--- src/rtl/axis_ema_arb2.sv ---
// axis_ema_arb2: two-input AXI-Stream packet scheduler sharing one EMA
// datapath (y = x/4 + 3y/4) with a separate filter state per channel.
// Packets are granted whole and round-robin on ties; the merged output
// carries the source channel in M_AXIS_TID.
// Optional feature macro: EMA_CLEAR_ON_LAST_EN -- when defined, a channel's
// filter state returns to INIT_VAL after each accepted TLAST beat.
module axis_ema_arb2 #(
   parameter int DATA_W   = 32,
   parameter int INIT_VAL = 1000
) (
   input  logic                  ACLK,
   input  logic                  ARESETN,
   input  logic [DATA_W-1:0]     S0_AXIS_TDATA,
   input  logic [DATA_W/8-1:0]   S0_AXIS_TKEEP,
   input  logic                  S0_AXIS_TLAST,
   input  logic                  S0_AXIS_TVALID,
   output logic                  S0_AXIS_TREADY,
   input  logic [DATA_W-1:0]     S1_AXIS_TDATA,
   input  logic [DATA_W/8-1:0]   S1_AXIS_TKEEP,
   input  logic                  S1_AXIS_TLAST,
   input  logic                  S1_AXIS_TVALID,
   output logic                  S1_AXIS_TREADY,
   output logic [DATA_W-1:0]     M_AXIS_TDATA,
   output logic [DATA_W/8-1:0]   M_AXIS_TKEEP,
   output logic                  M_AXIS_TLAST,
   output logic                  M_AXIS_TID,
   output logic                  M_AXIS_TVALID,
   input  logic                  M_AXIS_TREADY
);

   localparam logic [1:0] IDLE = 2'd0;
   localparam logic [1:0] GNT0 = 2'd1;
   localparam logic [1:0] GNT1 = 2'd2;

   localparam logic [DATA_W-1:0] INIT_STATE = DATA_W'(INIT_VAL);

   logic [1:0]          state;
   logic                last_gnt;
   logic [DATA_W-1:0]   prev0;
   logic [DATA_W-1:0]   prev1;

   logic                out_free;
   logic                acc0;
   logic                acc1;
   logic                acc;
   logic [DATA_W-1:0]   sel_x;
   logic [DATA_W/8-1:0] sel_keep;
   logic                sel_last;
   logic [DATA_W-1:0]   sel_prev;
   logic [DATA_W-1:0]   y;
   logic [DATA_W-1:0]   prev_upd;

   // Handshake, channel mux and the shared EMA datapath.
   always_comb begin
      out_free       = !M_AXIS_TVALID || M_AXIS_TREADY;
      S0_AXIS_TREADY = (state == GNT0) && out_free;
      S1_AXIS_TREADY = (state == GNT1) && out_free;
      acc0           = S0_AXIS_TVALID && S0_AXIS_TREADY;
      acc1           = S1_AXIS_TVALID && S1_AXIS_TREADY;
      acc            = acc0 || acc1;
      sel_x          = acc1 ? S1_AXIS_TDATA : S0_AXIS_TDATA;
      sel_keep       = acc1 ? S1_AXIS_TKEEP : S0_AXIS_TKEEP;
      sel_last       = acc1 ? S1_AXIS_TLAST : S0_AXIS_TLAST;
      sel_prev       = acc1 ? prev1 : prev0;
      // Each shift truncates on its own, so 3y/4 is built as y/4 + y/2.
      y              = (sel_x >> 2) + (sel_prev >> 2) + (sel_prev >> 1);
`ifdef EMA_CLEAR_ON_LAST_EN
      prev_upd       = sel_last ? INIT_STATE : y;
`else
      prev_upd       = y;
`endif
   end

   // Packet arbiter: registered grant decision, released only on TLAST.
   always_ff @(posedge ACLK or negedge ARESETN) begin
      if (!ARESETN) begin
         state    <= IDLE;
         last_gnt <= 1'b1;
      end else begin
         case (state)
            IDLE: begin
               if (S0_AXIS_TVALID && S1_AXIS_TVALID) begin
                  state    <= last_gnt ? GNT0 : GNT1;
                  last_gnt <= !last_gnt;
               end else if (S0_AXIS_TVALID) begin
                  state <= GNT0;
               end else if (S1_AXIS_TVALID) begin
                  state <= GNT1;
               end
            end
            GNT0:    if (acc0 && S0_AXIS_TLAST) state <= IDLE;
            GNT1:    if (acc1 && S1_AXIS_TLAST) state <= IDLE;
            default: state <= IDLE;
         endcase
      end
   end

   // Per-channel filter state; only the accepting channel advances.
   always_ff @(posedge ACLK or negedge ARESETN) begin
      if (!ARESETN) begin
         prev0 <= INIT_STATE;
         prev1 <= INIT_STATE;
      end else begin
         if (acc0) prev0 <= prev_upd;
         if (acc1) prev1 <= prev_upd;
      end
   end

   // Output register: load on accept, clear on drain, hold under backpressure.
   always_ff @(posedge ACLK or negedge ARESETN) begin
      if (!ARESETN) begin
         M_AXIS_TVALID <= 1'b0;
         M_AXIS_TDATA  <= '0;
         M_AXIS_TKEEP  <= '0;
         M_AXIS_TLAST  <= 1'b0;
         M_AXIS_TID    <= 1'b0;
      end else if (acc) begin
         M_AXIS_TVALID <= 1'b1;
         M_AXIS_TDATA  <= y;
         M_AXIS_TKEEP  <= sel_keep;
         M_AXIS_TLAST  <= sel_last;
         M_AXIS_TID    <= acc1;
      end else if (M_AXIS_TREADY) begin
         M_AXIS_TVALID <= 1'b0;
      end
   end

endmodule

--- config.mk ---
export PLATFORM = sky130hd
export DESIGN_NAME = axis_ema_arb2
export DESIGN_NICKNAME = d
export VERILOG_FILES = /design/src/rtl/axis_ema_arb2.sv
export SDC_FILE = /design/constraint.sdc
export NUM_CORES = 1
export LEC_CHECK = 0
export ABC_CLOCK_PERIOD_IN_PS = 8000
export CAP_MARGIN = 15
export CORE_UTILIZATION = 58
export CTS_BUF_LIST = sky130_fd_sc_hd__clkbuf_16
export DETAILED_ROUTE_END_ITERATION = 8
export PLACE_DENSITY = 0.86
export SYNTH_ARGS = -nofsm -noshare
export SYNTH_HDL_FRONTEND = slang
export SYNTH_SLANG_ARGS = --single-unit
--- constraint.sdc ---
create_clock -name ACLK -period 8 [get_ports ACLK]
set_clock_uncertainty 0.15 [all_clocks]
set_input_delay 1.2 -clock ACLK [delete_from_list [all_inputs] [get_ports ACLK]]
set_output_delay 1.2 -clock ACLK [all_outputs]
set_load 0.1 [all_outputs]
Word-level counts from Yosys, hierarchy flattened --
Index checks and enable logic that the tools add are counted.
Word-level totals: bits in registers 106, input bits 79, output and inout bits 41, word-level logic and storage cells 44
Cells by class: add/sub/neg operators 2, eq/ne operators 5, mux-type cells 13, reduce and logical (&&, ||, !) cells 15
Operator list (count):
- 32-bit 2-to-1 mux | 2
- 31-bit by 31-bit adder with 32-bit output | 1
- 30-bit by 30-bit adder with 31-bit output | 1
- 2-bit 2-to-1 mux | 6
- 1-bit logical AND | 7
- 2-bit case mux with 3 select lines | 1
- 4-bit 2-to-1 mux | 1
- 2-bit by 1-bit inequality test with 1-bit output (second input constant) | 2
- 4-bit inequality test (second input constant) | 1
- 1-bit 2-to-1 mux | 3
- 3-bit AND reduction | 1
- 2-bit by 1-bit == test with 1-bit output (second input constant) | 1
- 2-bit == test (second input constant) | 1
- 1-bit zero test | 2
- 2-bit zero test | 1
- 1-bit logical OR | 2
- 2-bit AND reduction | 1
- 2-bit nonzero test | 1

Depth between registers and ports, before layout --
word-level depth 7, depth in mapped cells 18

Worst setup path before layout --
Ideal clock, no wire load.
kind in2reg, start point input port M_AXIS_TREADY, end point register M_AXIS_TDATA[25], data arrival time 6.326 ns, data required time 7.725 ns, setup slack 1.399 ns, stages 18, path through nand2b_1 -> nand2_1 -> nor2_1 -> nand2_1 -> clkbuf_1 -> buf_2 -> mux2i_1 -> fa_1 -> inv_1 -> ha_1 -> fa_1 -> a21o_1 -> a221o_1 -> a41o_1 -> a22oi_2 -> o211ai_1 -> xor2_1 -> mux2_2
On the way: longest elaborated chain between the ends 6, elaborated cells on any way between the ends 10
RTL lines:
- start, declared | RTL line 28 | input logic M_AXIS_TREADY
- 1-bit logical OR (*) | RTL line 55 | out_free = !M_AXIS_TVALID || M_AXIS_TREADY;
- 1-bit logical AND (*) | RTL line 57 | S1_AXIS_TREADY = (state == GNT1) && out_free;
- named net S1_AXIS_TREADY | RTL line 22 | output logic S1_AXIS_TREADY,
- 1-bit logical AND (*) | RTL line 59 | acc1 = S1_AXIS_TVALID && S1_AXIS_TREADY;
- 32-bit 2-to-1 mux (on tied branches) | RTL line 61, 64
- 30-bit by 30-bit adder with 31-bit output | RTL line 66 | y = (sel_x >> 2) + (sel_prev >> 2) + (sel_prev >> 1);
- 31-bit by 31-bit adder with 32-bit output | RTL line 66
- end signal, assigned | RTL line 119 | M_AXIS_TDATA <= y;
- end, declared | RTL line 23 | output logic [DATA_W-1:0] M_AXIS_TDATA,
Mark *: on every way through the listed nets, which the timed path passes. The rest lies on a longest branch. A chain may end at the register's enable or synchronous reset.

Final worst setup path --
start point input port M_AXIS_TREADY, end point register prev0[22]
On the way: longest elaborated chain between the ends 6, elaborated cells on any way between the ends 9
RTL lines:
- 1-bit logical OR (*) | RTL line 55
- 1-bit logical AND | RTL line 57
- 1-bit logical AND | RTL line 59
- 32-bit 2-to-1 mux (on tied branches) | RTL line 61, 64
- 30-bit by 30-bit adder with 31-bit output | RTL line 66
- 31-bit by 31-bit adder with 32-bit output | RTL line 66
- end signal, assigned | RTL line 104 | if (acc0) prev0 <= prev_upd;
- end, declared | RTL line 39 | logic [DATA_W-1:0] prev0;
Mark *: on every way between the ends. The rest lies on a longest branch, timed or not.

==> impl_metrics.ini <==
[route]
routed_wl_mm = 15.5
wl_per_cell_um = 17.0
drt_first_iter_violations = 349
antenna_left = 0
drc = 11
vias = 5422
vias_per_cell = 5.92
first_pass_iters = 8

[synth]
yosys_register_bits = 104
synth_edf_count = 0
ys_warn_count = 0
ys.flop_type = dfrtp_1
postSynthCellCount = 668
synthArstFlopShare_pct = 100
synth.distinct_cells = 55
yosysSeqAreaShare_pct = 37.6
syn-cell-area_um2 = 6960
synth_nets = 808
avgSynthCellArea_um2 = 10.4

[floorplan]
die_w_um = 112
ios = 120
start_util_pct = 60.2
core_um2 = 11600
dieArea_um2 = 12400
die_y_um = 112
row_count = 39

[timing]
rsz0062_at_grt = false
hold_viol = 0
worst_pin_slew_ns = 1.04
tns_ns = 0
fin_crit_ns = 6.02
fmax_mhz = 166
setup_viol = 0
relSlewSlack_pct = 30.3
fin_crit_sh_pct = 75.2
finalMaxSlewViolations = 0

[worst_setup_path]
cp-end-kind = flop
start_kind = input pin
critPathSlowestCell = nand2_4
cpMostUsedCell = mux2_2
cp_max_fo = 69
crit_required_ns = 8.08
crit_path_max_incr_delay_ns = 0.65
r2r_cells = 17
crit_arrival_ns = 6.10
rrSetupSlack_ns = 2.93
crit_type = input pin to flop
startpoint = M_AXIS_TREADY
r2r_start = M_AXIS_TVALID$_DFFE_PN0P_
path_cells = clkdlybuf4s50_1 > nand2b_1 > nand2_1 > nor2_1 > nand2_4 > buf_4 > mux2_2 > fa_1 > ha_1 > nand4_1 > nor4_1 > o21ai_0 > a31oi_1 > nor3b_1 > xnor2_1 > mux2_2
r2r-end = prev0[25]$_DFFE_PN0P_
crit_path_end = prev0[22]$_DFFE_PN0P_

[finish]
nFillCells = 788
final_cell_mix = clkdlybuf4s50_1, mux2_2, dfrtp_1
multiInputGateArea_um2 = 4130
syn_to_final_growth_pct = 22.6
drive_gt1_share_pct = 18.8
final_net_count = 908
num_antenna_cells = 0
regArea_um2 = 2620
final_common_cell = clkdlybuf4s50_1

[cts]
cts_resized = 0
clockBufferDepth = 2
hold_buffers = 0
clk_latency_ns = 0.35
cts.sinks = 104
post_cts_buffers = 0
clk_pin_slew_ns = 0.07
cts-root-buf = clkbuf_16
cts_tree = yes
cts_buffers = 9
cts_htree_levels = 3

[job]
maxCapViolCount = 0

[grt]
grt_start_max_net_pins = 70
antenna_found_initial = 0
grt_first_pass_wirelength_mm = 26.2
grtUsageTotal_pct = 26.3
grt_pass1_vias = 5452
grt_overflow = 0

[placed_design]
io_buffers = 115
gp_congestion = 0.975
hpwl_mm = 11.3

[worst_hold_path]
hold_path_class = flop to flop

[run_status]
run_status = complete, but fails checks
violations = design-rule violations
==> layout make-up <==
| class | count | share of cell area [%] |
|---|---|---|
| Clock buffer | 9 | 2.64 |
| Clock inverter | 7 | 1.06 |
| Inverter | 26 | 1.14 |
| Multi-Input combinational cell | 506 | 48.4 |
| Sequential cell | 104 | 30.7 |
| Tap cell | 143 | 2.10 |
| Timing Repair Buffer | 121 | 14.0 |
==> through the flow <==
| step | std cells | setup WS (ns) | utilization [%] | area (um2) | hold slack (ns) |
|---|---|---|---|---|---|
| final | 916 | 1.98 | 73.8 | 8530 | 0.310 |
| after global routing | 916 | 1.73 | 73.8 | 8530 | 0.320 |
| after CTS | 916 | 2.05 | 73.8 | 8530 | 0.309 |
| after detailed placement | 900 | 1.70 | 71.1 | 8220 | 0.299 |
| after global placement | 900 | 1.78 | 71.1 | 8220 | 0.295 |
| after floorplan | 668 | 1.40 | - | 6960 | 0.287 |
==> synthesized netlist by cell type (all sizes together) (6+ instances only) <==
master,number,area [um2]
mux2i,23,230
o21ai,29,145
fa,31,621
o21a,6,45.0
ha,30,375
nor2,44,165
mux2,101,1140
dfstp,13,342
inv,26,97.6
nand2,87,327
buf,8,33.8
xor2,8,70.1
xnor2,18,158
clkbuf,24,90.1
dfrtp,91,2280
a21o,9,67.6
nand3,9,45.0
a21oi,38,201
a31oi,10,62.6
nand4,6,37.5
==> layer usage <==
metal / GRT usage (%) / vias up / part of all wire, %
met4: 7.66 / 0 / 1.9
met2: 45.0 / 226 / 49
met1: 34.3 / 2622 / 42
met3: 4.79 / 32 / 6.4
li1: - / 2542 / -
met5: 0 / - / 0
==> flip-flops by register name, indices dropped and copies added, names as in the netlist <==
register and count:
M_AXIS_TID 1, M_AXIS_TDATA 32, M_AXIS_TVALID 1, M_AXIS_TKEEP 4, state 2, prev0 31
prev1 31, M_AXIS_TLAST 1, last_gnt 1
==> worst min path at each step <==
stage | start | endpoint | depth (start not counted)
4_1_cts | prev0[9]$_DFFE_PN1P_ | prev0[9]$_DFFE_PN1P_ | 2
6_report | prev0[6]$_DFFE_PN1P_ | prev0[6]$_DFFE_PN1P_ | 2
3_5_place_dp | prev0[9]$_DFFE_PN1P_ | prev0[9]$_DFFE_PN1P_ | 2
3_3_place_gp | prev0[5]$_DFFE_PN1P_ | prev0[5]$_DFFE_PN1P_ | 2
2_1_floorplan | prev0[5]$_DFFE_PN1P_ | prev0[5]$_DFFE_PN1P_ | 2
5_1_grt | prev0[9]$_DFFE_PN1P_ | prev0[9]$_DFFE_PN1P_ | 2
==> cells by family (layout without fill, tap and decap cells) <==
kind of cell,Yosys count,in the layout,synth area share (%)
buffers and inverters,58,163,3.18
AO/OA/AOI/OAI,120,120,10.9
flip-flops,104,104,37.6
adder cells (fa/ha/maj),61,61,14.3
AND/OR/NAND/NOR,175,175,11.1
multiplexers,124,124,19.6
XOR/XNOR,26,26,3.27
==> critical path: cells and delay by family <==
| family | cells | cell delay (ns) |
|---|---|---|
| multiplexers | 2 | 0.73 |
| XOR/XNOR | 1 | 0.17 |
| adder cells (fa/ha/maj) | 2 | 0.94 |
| buffers and inverters | 2 | 0.99 |
| AND/OR/NAND/NOR | 7 | 1.58 |
| AO/OA/AOI/OAI | 2 | 0.42 |
Power is left out: the tool's default activity adds up to more than one toggle a clock period on the data nets, which glitch-free logic cannot reach.
